<file path="src/rtl/top_pkg.sv">
// Global TL-UL bus dimensions shared by every endpoint in this slice.
//   TL_AW  : A-channel address width
//   TL_DW  : data width, TL_DBW : byte lanes per beat
//   TL_AIW : source id width, TL_DIW : sink id width, TL_DUW : d_user width
//   TL_SZW : width of the a_size / d_size fields
package top_pkg;

    localparam int TL_AW  = 32;
    localparam int TL_DW  = 32;
    localparam int TL_DBW = TL_DW / 8;
    localparam int TL_AIW = 8;
    localparam int TL_DIW = 1;
    localparam int TL_DUW = 16;
    // Enough bits to encode log2(TL_DBW) plus the out-of-range sizes.
    localparam int TL_SZW = 2;

endpackage

</file>
<file path="src/rtl/tlul_pkg.sv">
// TL-UL channel types: A/D opcodes and the host-to-device / device-to-host
// channel structs used on a single TL-UL port.
package tlul_pkg;

    import top_pkg::*;

    typedef enum logic [2:0] {
        PutFullData    = 3'h0,
        PutPartialData = 3'h1,
        Get            = 3'h4
    } tl_a_op_e;

    typedef enum logic [2:0] {
        AccessAck     = 3'h0,
        AccessAckData = 3'h1
    } tl_d_op_e;

    typedef struct packed {
        logic                  a_valid;
        tl_a_op_e              a_opcode;
        logic [2:0]            a_param;
        logic [TL_SZW-1:0]     a_size;
        logic [TL_AIW-1:0]     a_source;
        logic [TL_AW-1:0]      a_address;
        logic [TL_DBW-1:0]     a_mask;
        logic [TL_DW-1:0]      a_data;
        logic                  d_ready;
    } tl_h2d_t;

    typedef struct packed {
        logic                  d_valid;
        tl_d_op_e              d_opcode;
        logic [2:0]            d_param;
        logic [TL_SZW-1:0]     d_size;
        logic [TL_AIW-1:0]     d_source;
        logic [TL_DIW-1:0]     d_sink;
        logic [TL_DW-1:0]      d_data;
        logic [TL_DUW-1:0]     d_user;
        logic                  d_error;
        logic                  a_ready;
    } tl_d2h_t;

endpackage

</file>
<file path="src/rtl/tlul_reg_bridge_pkg.sv">
// Shared constants and helpers for the TL-UL register bridge and its
// request checker: default parameter values, the largest legal a_size,
// a byte-lane popcount and the lane mask addressed by (size, address[1:0]).
package tlul_reg_bridge_pkg;

    import top_pkg::*;

    localparam int                RegAwDefault         = 8;
    localparam int                TimeoutCyclesDefault = 16;
    localparam logic [TL_DW-1:0]  ErrRdataDefault      = 32'hFFFF_FFFF;

    // Largest legal a_size: one full data beat.
    localparam int TL_SZ_MAX = $clog2(TL_DBW);
    // Width of a byte-lane count (0..TL_DBW).
    localparam int TL_CNTW   = $clog2(TL_DBW) + 1;

    // Number of set byte enables.
    function automatic logic [TL_CNTW-1:0] popcount(input logic [TL_DBW-1:0] v);
        logic [TL_CNTW-1:0] cnt;
        cnt = '0;
        for (int i = 0; i < TL_DBW; i++) begin
            cnt = cnt + {{(TL_CNTW-1){1'b0}}, v[i]};
        end
        return cnt;
    endfunction

    // Byte lanes covered by an access of 2**size bytes starting at addr_lo.
    function automatic logic [TL_DBW-1:0] lane_mask(input logic [TL_SZW-1:0] size,
                                                    input logic [1:0]        addr_lo);
        logic [TL_DBW-1:0] base;
        case (size)
            2'd0:    base = TL_DBW'(4'b0001);
            2'd1:    base = TL_DBW'(4'b0011);
            2'd2:    base = TL_DBW'(4'b1111);
            default: base = '0;
        endcase
        return base << addr_lo;
    endfunction

endpackage

</file>
<file path="src/rtl/tlul_reg_bridge_chk.sv">
// Combinational legality check for a TL-UL A-channel request. Reusable by
// any TL-UL endpoint that supports Get / PutFullData / PutPartialData.
// Ports:
//   i_opcode  : a_opcode
//   i_size    : a_size (log2 of byte count)
//   i_addr_lo : a_address[1:0]
//   i_mask    : a_mask
//   o_err     : 1 when the request is malformed
module tlul_reg_bridge_chk
    import top_pkg::*;
    import tlul_pkg::*;
    import tlul_reg_bridge_pkg::*;
(
    input  tl_a_op_e          i_opcode,
    input  logic [TL_SZW-1:0] i_size,
    input  logic [1:0]        i_addr_lo,
    input  logic [TL_DBW-1:0] i_mask,
    output logic              o_err
);

    logic [TL_DBW-1:0] w_lanes;
    logic [1:0]        w_align_mask;
    logic              w_op_err;
    logic              w_size_err;
    logic              w_align_err;
    logic              w_full_err;
    logic              w_lane_err;
    logic              w_zero_err;

    // Evaluate every malformed-request condition and OR them together.
    always_comb begin
        w_lanes      = lane_mask(i_size, i_addr_lo);
        w_align_mask = 2'b11;
        w_op_err     = 1'b1;

        case (i_opcode)
            Get, PutFullData, PutPartialData: w_op_err = 1'b0;
            default:                          w_op_err = 1'b1;
        endcase

        // Low address bits that must be zero for a naturally aligned access.
        case (i_size)
            2'd0:    w_align_mask = 2'b00;
            2'd1:    w_align_mask = 2'b01;
            2'd2:    w_align_mask = 2'b11;
            default: w_align_mask = 2'b11;
        endcase

        w_size_err  = (i_size > TL_SZW'(TL_SZ_MAX));
        w_align_err = |(i_addr_lo & w_align_mask);
        // A full write must enable exactly 2**size bytes.
        w_full_err  = (i_opcode == PutFullData) &&
                      (popcount(i_mask) != (TL_CNTW'(1) << i_size));
        w_lane_err  = |(i_mask & ~w_lanes);
        w_zero_err  = ((i_opcode == Get) || (i_opcode == PutPartialData)) &&
                      (i_mask == '0);

        if (w_op_err || w_size_err || w_align_err || w_full_err || w_lane_err || w_zero_err) begin
            o_err = 1'b1;
        end else begin
            o_err = 1'b0;
        end
    end

endmodule

</file>
<file path="src/rtl/tlul_reg_bridge.sv">
// TL-UL device-side bridge to a simple register req/gnt/rvalid interface.
// One transaction outstanding at a time; malformed requests and register
// timeouts are answered with d_error. All outputs are registered.
// Ports:
//   clk_i, rst_i       : clock, synchronous active-high reset
//   tl_i / tl_o        : TL-UL host-to-device / device-to-host channels
//   reg_req_o          : register request, held until reg_gnt_i
//   reg_we_o           : 1 = write, 0 = read
//   reg_addr_o         : a_address[RegAw-1:0]
//   reg_wdata_o        : write data, reg_be_o : byte enables (a_mask)
//   reg_rvalid_i       : one response per grant, with reg_rdata_i / reg_err_i
module tlul_reg_bridge
    import top_pkg::*;
    import tlul_pkg::*;
    import tlul_reg_bridge_pkg::*;
#(
    parameter int                RegAw         = RegAwDefault,
    parameter int                TimeoutCycles = TimeoutCyclesDefault,
    parameter logic [TL_DW-1:0]  ErrRdata      = ErrRdataDefault
) (
    input  logic              clk_i,
    input  logic              rst_i,
    input  tl_h2d_t           tl_i,
    output tl_d2h_t           tl_o,
    output logic              reg_req_o,
    input  logic              reg_gnt_i,
    output logic              reg_we_o,
    output logic [RegAw-1:0]  reg_addr_o,
    output logic [TL_DW-1:0]  reg_wdata_o,
    output logic [TL_DBW-1:0] reg_be_o,
    input  logic              reg_rvalid_i,
    input  logic [TL_DW-1:0]  reg_rdata_i,
    input  logic              reg_err_i
);

    typedef enum logic [1:0] {
        ST_IDLE = 2'd0,
        ST_REQ  = 2'd1,
        ST_WAIT = 2'd2,
        ST_RSP  = 2'd3
    } bridge_state_e;

    localparam logic [7:0] TimeoutLast = 8'(TimeoutCycles - 1);

    bridge_state_e     r_state;
    logic              r_a_ready;
    tl_a_op_e          r_op;
    logic [TL_SZW-1:0] r_size;
    logic [TL_AIW-1:0] r_source;
    logic              r_reg_req;
    logic              r_we;
    logic [RegAw-1:0]  r_addr;
    logic [TL_DW-1:0]  r_wdata;
    logic [TL_DBW-1:0] r_be;
    logic [7:0]        r_cnt;
    // A timed-out request still owes one rvalid; it must be swallowed.
    logic              r_stale;
    logic              r_d_valid;
    tl_d_op_e          r_d_opcode;
    logic [TL_DW-1:0]  r_d_data;
    logic              r_d_error;

    logic              w_chk_err;
    logic              w_a_fire;
    logic              w_unused_tl;

    tlul_reg_bridge_chk u_chk (
        .i_opcode  (tl_i.a_opcode),
        .i_size    (tl_i.a_size),
        .i_addr_lo (tl_i.a_address[1:0]),
        .i_mask    (tl_i.a_mask),
        .o_err     (w_chk_err)
    );

    assign w_a_fire    = r_a_ready && tl_i.a_valid;
    // a_param and address bits above RegAw carry no meaning here.
    assign w_unused_tl = ^{tl_i.a_param, tl_i.a_address[TL_AW-1:RegAw]};

    // Bridge FSM: accepts A, drives the register side, builds the D response.
    always_ff @(posedge clk_i) begin
        if (rst_i) begin
            r_state    <= ST_IDLE;
            r_a_ready  <= 1'b0;
            r_op       <= PutFullData;
            r_size     <= '0;
            r_source   <= '0;
            r_reg_req  <= 1'b0;
            r_we       <= 1'b0;
            r_addr     <= '0;
            r_wdata    <= '0;
            r_be       <= '0;
            r_cnt      <= 8'd0;
            r_stale    <= 1'b0;
            r_d_valid  <= 1'b0;
            r_d_opcode <= AccessAck;
            r_d_data   <= '0;
            r_d_error  <= 1'b0;
        end else begin
            // The owed response may show up in any state; it only clears
            // the flag. A timeout below re-arms it for the new request.
            if (reg_rvalid_i && r_stale) begin
                r_stale <= 1'b0;
            end else begin
                r_stale <= r_stale;
            end

            case (r_state)
                ST_IDLE: begin
                    if (w_a_fire) begin
                        r_a_ready  <= 1'b0;
                        r_op       <= tl_i.a_opcode;
                        r_size     <= tl_i.a_size;
                        r_source   <= tl_i.a_source;
                        r_d_opcode <= (tl_i.a_opcode == Get) ? AccessAckData : AccessAck;
                        if (w_chk_err) begin
                            r_state   <= ST_RSP;
                            r_d_valid <= 1'b1;
                            r_d_error <= 1'b1;
                            r_d_data  <= (tl_i.a_opcode == Get) ? ErrRdata : '0;
                        end else begin
                            r_state   <= ST_REQ;
                            r_reg_req <= 1'b1;
                            r_we      <= (tl_i.a_opcode != Get);
                            r_addr    <= tl_i.a_address[RegAw-1:0];
                            r_wdata   <= tl_i.a_data;
                            r_be      <= tl_i.a_mask;
                        end
                    end else begin
                        r_a_ready <= 1'b1;
                    end
                end

                ST_REQ: begin
                    if (reg_gnt_i) begin
                        r_reg_req <= 1'b0;
                        r_cnt     <= 8'd0;
                        r_state   <= ST_WAIT;
                    end else begin
                        r_reg_req <= 1'b1;
                    end
                end

                ST_WAIT: begin
                    r_cnt <= r_cnt + 8'd1;
                    if (reg_rvalid_i && !r_stale) begin
                        r_state   <= ST_RSP;
                        r_d_valid <= 1'b1;
                        r_d_error <= reg_err_i;
                        if (r_op == Get) begin
                            r_d_data <= reg_err_i ? ErrRdata : reg_rdata_i;
                        end else begin
                            r_d_data <= '0;
                        end
                    end else if (r_cnt == TimeoutLast) begin
                        r_stale   <= 1'b1;
                        r_state   <= ST_RSP;
                        r_d_valid <= 1'b1;
                        r_d_error <= 1'b1;
                        r_d_data  <= (r_op == Get) ? ErrRdata : '0;
                    end else begin
                        r_state <= ST_WAIT;
                    end
                end

                ST_RSP: begin
                    if (tl_i.d_ready) begin
                        r_d_valid <= 1'b0;
                        r_a_ready <= 1'b1;
                        r_state   <= ST_IDLE;
                    end else begin
                        r_d_valid <= 1'b1;
                    end
                end

                default: begin
                    r_state   <= ST_IDLE;
                    r_reg_req <= 1'b0;
                    r_d_valid <= 1'b0;
                    r_a_ready <= 1'b0;
                end
            endcase
        end
    end

    // Pack registered response fields onto the D channel.
    always_comb begin
        tl_o          = '0;
        tl_o.d_valid  = r_d_valid;
        tl_o.d_opcode = r_d_opcode;
        tl_o.d_size   = r_size;
        tl_o.d_source = r_source;
        tl_o.d_data   = r_d_data;
        tl_o.d_error  = r_d_error;
        tl_o.a_ready  = r_a_ready;
    end

    assign reg_req_o   = r_reg_req;
    assign reg_we_o    = r_we;
    assign reg_addr_o  = r_addr;
    assign reg_wdata_o = r_wdata;
    assign reg_be_o    = r_be;

endmodule

</file>
<file path="config.mk">
export PLATFORM = sky130hd
export DESIGN_NAME = tlul_reg_bridge
export DESIGN_NICKNAME = d
export VERILOG_FILES = /design/src/rtl/top_pkg.sv /design/src/rtl/tlul_pkg.sv /design/src/rtl/tlul_reg_bridge_pkg.sv /design/src/rtl/tlul_reg_bridge_chk.sv /design/src/rtl/tlul_reg_bridge.sv
export SDC_FILE = /design/constraint.sdc
export NUM_CORES = 1
export LEC_CHECK = 0
export BUFFER_PORTS_ARGS = -buffer_cell sky130_fd_sc_hd__clkbuf_2
export CAP_MARGIN = 10
export CORE_UTILIZATION = 41
export DETAILED_ROUTE_END_ITERATION = 8
export MAX_ROUTING_LAYER = met4
export PLACE_DENSITY_LB_ADDON = 0.3
export SETUP_SLACK_MARGIN = 0.5
export SLEW_MARGIN = 15
export SYNTH_ARGS = -nofsm -noshare
export SYNTH_HDL_FRONTEND = slang
export SYNTH_HIERARCHICAL = 1
export SYNTH_SLANG_ARGS = --single-unit
</file>
<file path="constraint.sdc">
create_clock -name clk_i -period 2.7 [get_ports clk_i]
set_clock_uncertainty 0.1 [all_clocks]
set_input_delay 0.135 -clock clk_i [delete_from_list [all_inputs] [get_ports clk_i]]
set_output_delay 0.135 -clock clk_i [all_outputs]
set_load 0.01 [all_outputs]
</file>
==> tab_implementation.tex, run 1 <==
\begin{tabular}{lr}
\hline
Metric & Value \\
\hline
\multicolumn{2}{l}{\textbf{Logic synthesis}} \\
Main flop type after synthesis & sky130\_fd\_sc\_hd\_\_dfxtp\_1 \\
Most repeated cell in the gate-level netlist after synthesis & sky130\_fd\_sc\_hd\_\_nand2\_1 \\
Cell type contributing the most total cell area after synthesis & sky130\_fd\_sc\_hd\_\_dfxtp\_1 \\
Portion of synthesized cell area occupied by the leading cell type & 45.14\% \\
Post-synthesis cell area & 4701 µm² \\
Post-Synth Adder-Cell Area & 4.099\% \\
Avg Inst Size Synth & 8.189 µm² \\
Mux share of post-synthesis cell area & 0\% \\
Top cells by area in the synthesized netlist & sky130\_fd\_sc\_hd\_\_dfxtp\_1 (45\%), sky130\_fd\_sc\_hd\_\_a21oi\_1 (10\%), sky130\_fd\_sc\_hd\_\_nand2\_1 (9.9\%) \\
Synthesized-area fraction occupied by and/or/nand/nor cells & 16.50\% \\
Number of library cell types mapped by synthesis & 43 \\
Most frequent cells after synthesis & sky130\_fd\_sc\_hd\_\_nand2\_1 (124), sky130\_fd\_sc\_hd\_\_dfxtp\_1 (106), sky130\_fd\_sc\_hd\_\_a21oi\_1 (98) \\
Yosys reg bits & 106 \\
Combinational family with the most area after synthesis & compound AO/OA/AOI/OAI gates \\
Share of synthesized registers carrying an async set or reset & 0\% \\
Number of warnings reported in the yosys synthesis log & 6 \\
Part of the Yosys area used for sequential elements & 45.14\% \\
Number of flops mapped to enable cells by yosys & 0 \\
Share of the synthesized area in compound gates (AO/OA/AOI/OAI) & 23.08\% \\
Number of cells produced by synthesis & 574 \\
Xor/xnor cell area share of the yosys netlist & 1.863\% \\
\multicolumn{2}{l}{\textbf{Routing}} \\
Post-detailed-route wirelength per cell & 16.08 µm \\
Antenna-violating nets left & 0 \\
Drt total wl & 15370 µm \\
Total via count after detailed routing & 5018 \\
DR DRC count & 0 \\
Detail-routed via count per cell & 5.249 \\
Starting DRT DRC Count & 301 \\
Router iterations before antenna repair & 4 \\
\multicolumn{2}{l}{\textbf{STA}} \\
Relative slew margins & 61.33\% \\
Hold Slack & 0.02040 ns \\
Count of pins over their slew limit & 0 \\
Final setup violation count & 0 \\
Hold Violations, Final & 0 \\
Final critical path time including I/O delays and setup & 2.668 ns \\
Share of the clock period used by the worst path after layout & 98.80\% \\
Setup repair after global routing missed its margin & yes \\
Max Clk Rate & 0.3749 GHz \\
Fin worst setup slack & 0.03245 ns \\
Transition at the pin with the smallest max-transition slack & 0.5788 ns \\
\multicolumn{2}{l}{\textbf{Critical path}} \\
Type of element launching the critical path & primary input \\
CP Class & in2reg \\
Cells on worst reg2reg path & 7 \\
Crit Reg-Reg Endpoint & r\_d\_data[8]\$\_SDFFE\_PP0P\_ \\
Crit-path cells & buf\_8, inv\_4, fa\_1, inv\_2, ha\_4, ha\_4, xnor2\_2, nand4\_1, o21ai\_1, or3b\_4, buf\_6, nor2\_4, buf\_12, buf\_12, buf\_16, nand2\_1, a21oi\_2 \\
Worst path required time & 2.88 ns \\
Worst flop-to-flop path startpoint & r\_state[0]\$\_SDFFE\_PP0P\_ \\
Worst-path cell with the longest stage delay & sky130\_fd\_sc\_hd\_\_fa\_1 \\
Delay of the slowest cell on the worst path & 0.57 ns \\
Crit path DAT & 2.84 ns \\
Worst reg2reg setup slack & 0.53 ns \\
Nature of the critical path endpoint & flip-flop \\
Crit path max fanout & 6 \\
\multicolumn{2}{l}{\textbf{Layout}} \\
Core utilization of the finished layout & 65.97\% \\
Area taken by flip-flops and latches & 2122 µm² \\
Fraction of layout instances using a drive strength above 1 & 36.52\% \\
Net count of the finished layout & 948 \\
Area growth from synthesis to layout & 54.14\% \\
Fill cell total of the finished layout & 876 \\
Ant. Diodes & 0 \\
Filler-free cell count of the finished design & 956 \\
Area used by multi-input combinational logic & 2551 µm² \\
\multicolumn{2}{l}{\textbf{Global routing}} \\
Number of antenna violations at the first check in global routing & 0 \\
Met3 usage & 4.543\% \\
Maximum number of pins on one net before global-route repair & 47 \\
Global-route track usage on met2 & 42.86\% \\
Wire length of the first global-routing pass & 21710 µm \\
Global route hottest layer & met2 \\
Met1 layer usage reported by global route & 26.32\% \\
Via count of the first global-routing pass & 4687 \\
Total track usage & 24.09\% \\
Remaining Overflow, GRT & 0 \\
\multicolumn{2}{l}{\textbf{Clock tree}} \\
Number of sinks driven by the clock tree & 106 \\
Later-pin clock latency in the skew report & 0.34 ns \\
Clk slew on worst S/H paths & 0.07 ns \\
Cell at the root of the clock tree & sky130\_fd\_sc\_hd\_\_clkbuf\_16 \\
CTS Buf Count & 9 \\
CTS tree & yes \\
Clock Path Buffers & 2 \\
Number of H-tree levels & 3 \\
\multicolumn{2}{l}{\textbf{Power}} \\
VDD IR max & 490.7 µV \\
Final Power & 6.050 mW \\
Static power due to leakage & 3.014 nW \\
Power density over cell area & 835.0 nW/µm² \\
\multicolumn{2}{l}{\textbf{Min path}} \\
Endpoint of the worst hold-timing path & reg\_be\_o[2]\$\_SDFFE\_PP0P\_ \\
Hold Startpoint & tl\_i[35] \\
Worst hold path cell count & 3 \\
Hold Crit Class & in2reg \\
\multicolumn{2}{l}{\textbf{Run}} \\
Count of maximum capacitance violations & 0 \\
\multicolumn{2}{l}{\textbf{Floorplan}} \\
Die Y & 109.1 µm \\
Horizontal die dimension & 109.1 µm \\
Standard-cell row count & 38 \\
Number of top-level pins & 237 \\
Die outline area & 11900 µm² \\
Initial cell density of the core & 42.80\% \\
Core box area & 10980 µm² \\
\multicolumn{2}{l}{\textbf{Placed design}} \\
Post-place setup slack & -0.4152 ns \\
HPWL after DPL & 9006 µm \\
Number of port buffers & 187 \\
Cell Count Post-Placement & 871 \\
Routability congestion estimate & 0.8968 \\
\multicolumn{2}{l}{\textbf{Outcome}} \\
Result of the run & finished clean \\
\hline
\end{tabular}
-- critical path, delay by kind of cell --
family          cells  cell delay [ns]
fa+ha+maj           3             0.99
compound gates      2             0.20
buf+inv             7             0.66
xor+xnor            1             0.10
simple gates        4             0.74
-- report_power, final --
part	switching, mW	leakage, nW	total (mW)	internal, mW
clock network	0.563	0.156	1.40	0.835
logic	1.42	2.00	2.61	1.19
registers	0.184	0.862	2.04	1.86
total	2.16	3.01	6.05	3.89
-- area by class of cell --
cell class / count / area share [%]
multi-input cells: 406 / 35.21
flip-flops and latches: 106 / 29.29
repair buffers: 276 / 27.91
clock inverters: 5 / 1.071
inverters: 12 / 0.7598
well taps: 140 / 2.418
clock buffers: 11 / 3.350
-- state kept, by name, indices dropped and copies added (netlist names) --
name and cells:
r_d_data 32, reg_wdata_o 32, r_cnt 8, r_source 8, reg_addr_o 8, reg_be_o 4, r_op 3, r_size 2
r_state 2, r_a_ready 1, r_d_error 1, r_d_opcode 1, r_d_valid 1, r_stale 1, reg_req_o 1, reg_we_o 1
-- how the worst max path moves through the flow --
stage | depth (start not counted) | slack, ns | endpoint | from
after floorplan | 15 | -0.08 | r_d_data[0]$_SDFFE_PP0P_ | tl_i[36]
after global placement | 15 | -0.28 | r_d_data[26]$_SDFFE_PP0P_ | tl_i[36]
after detailed placement | 15 | -0.42 | r_d_data[2]$_SDFFE_PP0P_ | tl_i[36]
after CTS | 17 | 0.10 | reg_addr_o[5]$_SDFFE_PP0P_ | tl_i[36]
after global routing | 17 | -0.05 | reg_wdata_o[13]$_SDFFE_PP0P_ | tl_i[33]
final | 17 | 0.03 | reg_wdata_o[13]$_SDFFE_PP0P_ | tl_i[33]
-- placed cells by master, fill, tap and decap left out, types with 3 or more instances in the layout --
cell type / instances
sky130_fd_sc_hd__ha_1: 11
sky130_fd_sc_hd__nand3_1: 6
sky130_fd_sc_hd__a21oi_1: 90
sky130_fd_sc_hd__clkbuf_2: 183
sky130_fd_sc_hd__a21oi_2: 7
sky130_fd_sc_hd__conb_1: 22
sky130_fd_sc_hd__a311oi_2: 31
sky130_fd_sc_hd__dfxtp_1: 106
sky130_fd_sc_hd__buf_4: 17
sky130_fd_sc_hd__xnor2_1: 3
sky130_fd_sc_hd__nor2_1: 11
sky130_fd_sc_hd__nand2b_1: 7
sky130_fd_sc_hd__o21ai_1: 6
sky130_fd_sc_hd__buf_12: 6
sky130_fd_sc_hd__nor3_1: 4
sky130_fd_sc_hd__buf_6: 4
sky130_fd_sc_hd__buf_16: 3
sky130_fd_sc_hd__inv_1: 8
sky130_fd_sc_hd__dlygate4sd3_1: 55
sky130_fd_sc_hd__nand2_1: 120
sky130_fd_sc_hd__and3_1: 3
sky130_fd_sc_hd__clkbuf_16: 15
sky130_fd_sc_hd__nand4_1: 3
sky130_fd_sc_hd__o21ai_0: 30
sky130_fd_sc_hd__a211oi_1: 4
sky130_fd_sc_hd__xor2_1: 6
sky130_fd_sc_hd__nand2_2: 3
-- cell families (layout without fill, tap and decap cells) --
group | Yosys count | count (layout)
AOI/OAI and AO/OA | 182 | 182
and+or+nand+nor | 177 | 177
DFF | 106 | 106
buffers and inverters | 83 | 304
adders and majority gates | 15 | 15
xor gates and xnor gates | 10 | 10
other | 1 | 22
-- per-stage QoR --
stage | cell area, µm² | setup TNS [ns]
finish | 7246 | 0
detailed placement | 5757 | -20.61
CTS | 6920 | 0
floorplan | 4907 | -1.569
global route | 7246 | -0.2023
global placement | 5757 | -14.54
-- per-layer routing --
metal,up-vias,share of wire [%],wire [µm]
met5,-,0,0
met4,0,2.3,352
met1,2383,40,6174
li1,2422,-,-
met3,33,5.5,842
met2,180,52,7999
-- repair_timing --
action,4_1_cts,5_1_grt
gates resized for setup,27,39
buffers inserted,5,0
cloned,3,6
endpoints found under the setup margin,81,81
hold buffers,55,0
endpoints found under the hold margin,56,0
pin swaps,10,13
Note: power is estimated with default switching activity, not from simulation.
==> inputs of run 2 (changes only) <==
- CORE_UTILIZATION: 41 -> 43
- CTS_BUF_LIST: not set -> sky130_fd_sc_hd__clkbuf_8
- GPL_TIMING_DRIVEN: not set -> 0
- REMOVE_ABC_BUFFERS: not set -> 1
==> tab_implementation.tex, run 2 (same netlist as run 1, synthesis figures left out) <==
\begin{tabular}{lr}
\hline
Metric & Value \\
\hline
\multicolumn{2}{l}{\textbf{Outcome}} \\
Result of the run & finished, violations left \\
Failing checks & negative hold slack, negative setup slack \\
\multicolumn{2}{l}{\textbf{Routing}} \\
Starting DRT DRC Count & 367 \\
Detail-routed via count per cell & 5.457 \\
Post-detailed-route wirelength per cell & 18.29 µm \\
Router iterations before antenna repair & 4 \\
Total via count after detailed routing & 5277 \\
DR DRC count & 0 \\
Antenna-violating nets left & 0 \\
Drt total wl & 17680 µm \\
\multicolumn{2}{l}{\textbf{Global routing}} \\
Met3 usage & 4.966\% \\
Number of antenna violations at the first check in global routing & 0 \\
Via count of the first global-routing pass & 4661 \\
Met1 layer usage reported by global route & 28.58\% \\
Global-route track usage on met2 & 41.33\% \\
Maximum number of pins on one net before global-route repair & 66 \\
Global route hottest layer & met2 \\
Wire length of the first global-routing pass & 21890 µm \\
Total track usage & 24.62\% \\
Remaining Overflow, GRT & 0 \\
\multicolumn{2}{l}{\textbf{Min path}} \\
Endpoint of the worst hold-timing path & r\_op[2]\$\_SDFFE\_PP0P\_ \\
Hold Startpoint & tl\_i[84] \\
Hold Crit Class & in2reg \\
Worst hold path cell count & 3 \\
\multicolumn{2}{l}{\textbf{Clock tree}} \\
CTS tree & yes \\
Number of H-tree levels & 3 \\
CTS Buf Count & 9 \\
Later-pin clock latency in the skew report & 0.37 ns \\
Number of sinks driven by the clock tree & 106 \\
Cell at the root of the clock tree & sky130\_fd\_sc\_hd\_\_clkbuf\_8 \\
Number of buffers inserted for hold repair after clock tree synthesis & 70 \\
Clk slew on worst S/H paths & 0.10 ns \\
Clock Path Buffers & 2 \\
\multicolumn{2}{l}{\textbf{Power}} \\
VDD IR max & 572.5 µV \\
Final Power & 5.971 mW \\
Static power due to leakage & 3.405 nW \\
Power density over cell area & 766.7 nW/µm² \\
\multicolumn{2}{l}{\textbf{STA}} \\
Total Negative Setup Slacks & -0.01229 ns \\
Hold Slack & -0.05528 ns \\
Final critical path time including I/O delays and setup & 2.712 ns \\
Setup repair after global routing missed its margin & yes \\
Final setup violation count & 1 \\
Share of the clock period used by the worst path after layout & 100.5\% \\
Transition at the pin with the smallest max-transition slack & 0.8036 ns \\
Fin worst setup slack & -0.01229 ns \\
Max Clk Rate & 0.3687 GHz \\
Relative slew margins & 46.17\% \\
Count of pins over their slew limit & 0 \\
Hold Violations, Final & 1 \\
\multicolumn{2}{l}{\textbf{Layout}} \\
Filler-free cell count of the finished design & 967 \\
Ant. Diodes & 0 \\
Fraction of layout instances using a drive strength above 1 & 45.37\% \\
Commonest non-fill, non-tap cell in the layout & sky130\_fd\_sc\_hd\_\_clkbuf\_2 \\
Leading cell types in the layout, fill and taps excluded & sky130\_fd\_sc\_hd\_\_clkbuf\_2 (183), sky130\_fd\_sc\_hd\_\_dfxtp\_1 (106), sky130\_fd\_sc\_hd\_\_nand2\_1 (79) \\
Area growth from synthesis to layout & 65.69\% \\
Net count of the finished layout & 963 \\
\multicolumn{2}{l}{\textbf{Floorplan}} \\
Number of top-level pins & 237 \\
Initial cell density of the core & 44.93\% \\
Standard-cell row count & 37 \\
Horizontal die dimension & 106.6 µm \\
Core box area & 10460 µm² \\
Die outline area & 11350 µm² \\
Die Y & 106.6 µm \\
\multicolumn{2}{l}{\textbf{Critical path}} \\
Worst reg2reg setup slack & 0.18 ns \\
Crit path DAT & 2.91 ns \\
CP Class & in2reg \\
Crit path max fanout & 6 \\
Type of element launching the critical path & primary input \\
Cells on worst reg2reg path & 6 \\
Worst flop-to-flop path startpoint & r\_cnt[4]\$\_SDFFE\_PP0P\_ \\
Nature of the critical path endpoint & flip-flop \\
Worst path required time & 2.89 ns \\
Crit Reg-Reg Endpoint & r\_d\_data[14]\$\_SDFFE\_PP0P\_ \\
\multicolumn{2}{l}{\textbf{Placed design}} \\
Number of port buffers & 187 \\
Routability congestion estimate & 0.8028 \\
HPWL after DPL & 8573 µm \\
Post-place setup slack & -0.9238 ns \\
Cell Count Post-Placement & 853 \\
\multicolumn{2}{l}{\textbf{Run}} \\
Count of maximum capacitance violations & 0 \\
\hline
\end{tabular}
run 2: report_power, final:
part | switching [mW] | internal [mW]
clock | 0.562 | 0.430
combinational | 1.48 | 1.43
sequential | 0.206 | 1.86
run 2: worst max path at each step:
stage | depth (start not counted) | slack, ns | from | end
after floorplan | 13 | -1.73 | tl_i[33] | r_d_data[0]$_SDFFE_PP0P_
after global routing | 16 | -0.04 | tl_i[36] | reg_addr_o[2]$_SDFFE_PP0P_
final | 16 | -0.01 | tl_i[36] | reg_addr_o[2]$_SDFFE_PP0P_
after global placement | 14 | -3.12 | tl_i[33] | r_d_data[24]$_SDFFE_PP0P_
after CTS | 16 | 0.03 | tl_i[36] | r_d_data[10]$_SDFFE_PP0P_
after detailed placement | 15 | -0.92 | tl_i[33] | r_d_data[23]$_SDFFE_PP0P_
run 2: area by class of cell:
| class | instances | area (µm²) |
|---|---|---|
| clock inverter | 7 | 70.07 |
| fill | 680 | 2674 |
| multi-input combinational | 407 | 2993 |
| sequential | 106 | 2122 |
| timing repair buffer | 290 | 2262 |
| clock buffer | 9 | 123.9 |
| tap | 136 | 170.2 |
| inverter | 12 | 47.55 |
run 2: worst max-delay path: stages:
cell,delay (ns)
sky130_fd_sc_hd__buf_8,0.08
sky130_fd_sc_hd__inv_4,0.03
sky130_fd_sc_hd__fa_1,0.55
sky130_fd_sc_hd__inv_1,0.05
sky130_fd_sc_hd__ha_2,0.19
sky130_fd_sc_hd__ha_4,0.27
sky130_fd_sc_hd__xnor2_2,0.09
sky130_fd_sc_hd__nand4_1,0.08
sky130_fd_sc_hd__o21ai_1,0.08
sky130_fd_sc_hd__or3b_4,0.43
sky130_fd_sc_hd__buf_6,0.14
sky130_fd_sc_hd__nor2_4,0.18
sky130_fd_sc_hd__buf_12,0.18
sky130_fd_sc_hd__clkbuf_16,0.18
sky130_fd_sc_hd__nand2_4,0.05
sky130_fd_sc_hd__a21oi_2,0.18
run 2: metal layers:
layer	vias to the layer above	part of all wire, %
met4	0	4.6
met1	2523	38
met2	244	50
met5	-	0
li1	2450	-
met3	60	7.3
run 2: timing repair:
action | 4_1_cts | 5_1_grt
gates cloned | 4 | 9
hold endpoints to repair | 71 | 1
setup endpoints to repair | 81 | 92
pin swaps | 16 | 56
gates resized for setup | 40 | 159
setup buffers | 9 | 6
run 2: stage by stage:
| stage | hold slack [ns] | area [µm²] | util [%] |
|---|---|---|---|
| 5_1_grt | -0.05125 | 7789 | 74.44 |
| 3_5_place_dp | 0.2584 | 5643 | 53.93 |
| 6_report | -0.05528 | 7789 | 74.44 |
| 4_1_cts | -0.07156 | 6920 | 66.14 |
| 3_3_place_gp | 0.2540 | 5497 | 52.54 |
| 2_1_floorplan | 0.1041 | 4390 | - |
==> inputs of run 3 (changes only) <==
- REMOVE_ABC_BUFFERS: 1 -> not set
==> tab_implementation.tex, run 3 (same netlist as run 1, synthesis figures left out) <==
\begin{tabular}{lr}
\hline
Metric & Value \\
\hline
\multicolumn{2}{l}{\textbf{Critical path}} \\
Critical path's top delay family & adder cells \\
Cells on worst reg2reg path & 7 \\
Worst-path cell with the longest stage delay & sky130\_fd\_sc\_hd\_\_fa\_1 \\
Number of cells on the critical path & 16 \\
Crit path DAT & 2.83 ns \\
Worst reg2reg setup slack & 0.26 ns \\
Delay of the slowest cell on the worst path & 0.54 ns \\
Nature of the critical path endpoint & flip-flop \\
Worst path required time & 2.88 ns \\
Worst path bufs/invs & 5 \\
Crit-path cells & clkbuf\_16, inv\_8, fa\_1, inv\_2, ha\_4, ha\_4, xnor2\_2, nand4\_1, o21ai\_1, or3b\_4, nand3\_4, a21oi\_4, and2\_4, buf\_12, buf\_6, a311oi\_1 \\
CP Class & in2reg \\
Crit path max fanout & 10 \\
Cell seen most often among critical-path stages & sky130\_fd\_sc\_hd\_\_ha\_4 \\
Type of element launching the critical path & primary input \\
\multicolumn{2}{l}{\textbf{Clock tree}} \\
CTS Buf Count & 9 \\
Clk slew on worst S/H paths & 0.10 ns \\
CTS tree & yes \\
Cell at the root of the clock tree & sky130\_fd\_sc\_hd\_\_clkbuf\_8 \\
Number of H-tree levels & 3 \\
Clock Path Buffers & 2 \\
Later-pin clock latency in the skew report & 0.37 ns \\
Number of sinks driven by the clock tree & 106 \\
\multicolumn{2}{l}{\textbf{Routing}} \\
Drt total wl & 14950 µm \\
Total via count after detailed routing & 5158 \\
DR DRC count & 0 \\
Detail-routed via count per cell & 5.137 \\
Starting DRT DRC Count & 356 \\
Post-detailed-route wirelength per cell & 14.89 µm \\
Router iterations before antenna repair & 5 \\
Antenna-violating nets left & 0 \\
\multicolumn{2}{l}{\textbf{Run}} \\
Count of maximum capacitance violations & 0 \\
\multicolumn{2}{l}{\textbf{Placed design}} \\
Number of port buffers & 186 \\
Post-place setup slack & -0.5132 ns \\
HPWL after DPL & 10170 µm \\
Routability congestion estimate & 0.8492 \\
\multicolumn{2}{l}{\textbf{Outcome}} \\
Failing checks & negative hold slack \\
Result of the run & finished, violations left \\
\multicolumn{2}{l}{\textbf{STA}} \\
Fin worst setup slack & 0.05213 ns \\
Hold Violations, Final & 1 \\
Count of pins over their slew limit & 0 \\
Final setup violation count & 0 \\
Final critical path time including I/O delays and setup & 2.648 ns \\
Share of the clock period used by the worst path after layout & 98.07\% \\
Setup repair after global routing missed its margin & yes \\
Max Clk Rate & 0.3777 GHz \\
Transition at the pin with the smallest max-transition slack & 0.7239 ns \\
Relative slew margins & 51.74\% \\
Hold Slack & -0.007769 ns \\
\multicolumn{2}{l}{\textbf{Power}} \\
Internal Dissipation & 3.667 mW \\
Switching power of the nets & 2.171 mW \\
Switching fraction of total power & 37.18\% \\
Fraction of power consumed by combinational cells & 48.5\% \\
Final Power & 5.838 mW \\
VDD IR max & 440.7 µV \\
Share of total power in the clock network & 16.7\% \\
Part of the total power dissipated in sequential elements & 34.8\% \\
Static power due to leakage & 3.095 nW \\
Power density over cell area & 801.0 nW/µm² \\
\multicolumn{2}{l}{\textbf{Floorplan}} \\
Core box area & 10460 µm² \\
Initial cell density of the core & 44.93\% \\
Number of top-level pins & 237 \\
Die Y & 106.6 µm \\
Standard-cell row count & 37 \\
Horizontal die dimension & 106.6 µm \\
Die outline area & 11350 µm² \\
\multicolumn{2}{l}{\textbf{Layout}} \\
Ant. Diodes & 0 \\
Commonest non-fill, non-tap cell in the layout & sky130\_fd\_sc\_hd\_\_clkbuf\_2 \\
Fraction of layout instances using a drive strength above 1 & 36.29\% \\
Net count of the finished layout & 1000 \\
Leading cell types in the layout, fill and taps excluded & sky130\_fd\_sc\_hd\_\_clkbuf\_2 (188), sky130\_fd\_sc\_hd\_\_nand2\_1 (123), sky130\_fd\_sc\_hd\_\_dfxtp\_1 (106) \\
Area growth from synthesis to layout & 55.04\% \\
\multicolumn{2}{l}{\textbf{Min path}} \\
Worst hold path cell count & 3 \\
Hold Crit Class & in2reg \\
\multicolumn{2}{l}{\textbf{Global routing}} \\
Remaining Overflow, GRT & 0 \\
Maximum number of pins on one net before global-route repair & 18 \\
Number of antenna violations at the first check in global routing & 0 \\
Via count of the first global-routing pass & 4901 \\
Total track usage & 26.14\% \\
Wire length of the first global-routing pass & 22830 µm \\
\hline
\end{tabular}
-- run 3: final timing paths --
kind / from / to
max: tl_i[36] / r_d_data[4]$_SDFFE_PP0P_
min: tl_i[35] / reg_be_o[2]$_SDFFE_PP0P_
max reg2reg: r_state[0]$_SDFFE_PP0P_ / r_d_data[8]$_SDFFE_PP0P_
min reg2reg: reg_be_o[1]$_SDFFE_PP0P_ / reg_be_o[1]$_SDFFE_PP0P_
-- run 3: final cells by class --
cell class / instances / area (µm²)
sequential: 106 / 2122
timing repair buffer: 257 / 1704
multi-input combinational: 406 / 2511
tap: 136 / 170.2
inverter: 12 / 52.55
clock buffer: 9 / 123.9
clock inverter: 7 / 71.32
fill: 818 / 3174
buffer: 71 / 533.0
-- run 3: power by group through the flow --
stage          Sequential [mW]  Combinational [mW]  Clock, mW
2_1_floorplan             2.15                1.28          0
3_3_place_gp              2.04                1.96          0
3_5_place_dp              2.06                2.02          0
4_1_cts                   2.02                2.51      0.991
5_1_grt                   2.06                3.05       1.05
6_report                  2.03                2.83      0.976
-- run 3: worst min-delay path, stage by stage --
cell	delay, ns
sky130_fd_sc_hd__clkbuf_2	0.14
sky130_fd_sc_hd__nand2_1	0.09
sky130_fd_sc_hd__a21oi_2	0.05
-- run 3: routing by layer --
| layer | vias up | track usage [%] | share of wire, % |
|---|---|---|---|
| met2 | 189 | 46.38 | 51 |
| met5 | - | - | 0 |
| met3 | 51 | 3.863 | 5.4 |
| li1 | 2526 | - | - |
| met4 | 0 | 12.33 | 3.5 |
| met1 | 2392 | 28.76 | 40 |
-- run 3: what timing repair did --
item,CTS,global route
cloned,3,2
setup endpoints to repair,81,97
resized for setup,43,31
hold endpoints to repair,59,0
pin swaps,17,5
hold buffers,58,0
buffers inserted,7,1
-- run 3: per-stage QoR --
step                      hold slack, ns  util (%)   TNS, ns  instances  instance area (µm²)
after floorplan                   0.1560         -    -1.569        595                 4907
after global placement            0.2574     57.43    -22.63        917                 6008
after detailed placement          0.2639     57.43    -28.77        917                 6008
after CTS                       -0.04833     67.94         0       1001                 7108
after global routing             0.01308     69.66  -0.03992       1004                 7288
final                          -0.007769     69.66         0       1004                 7288
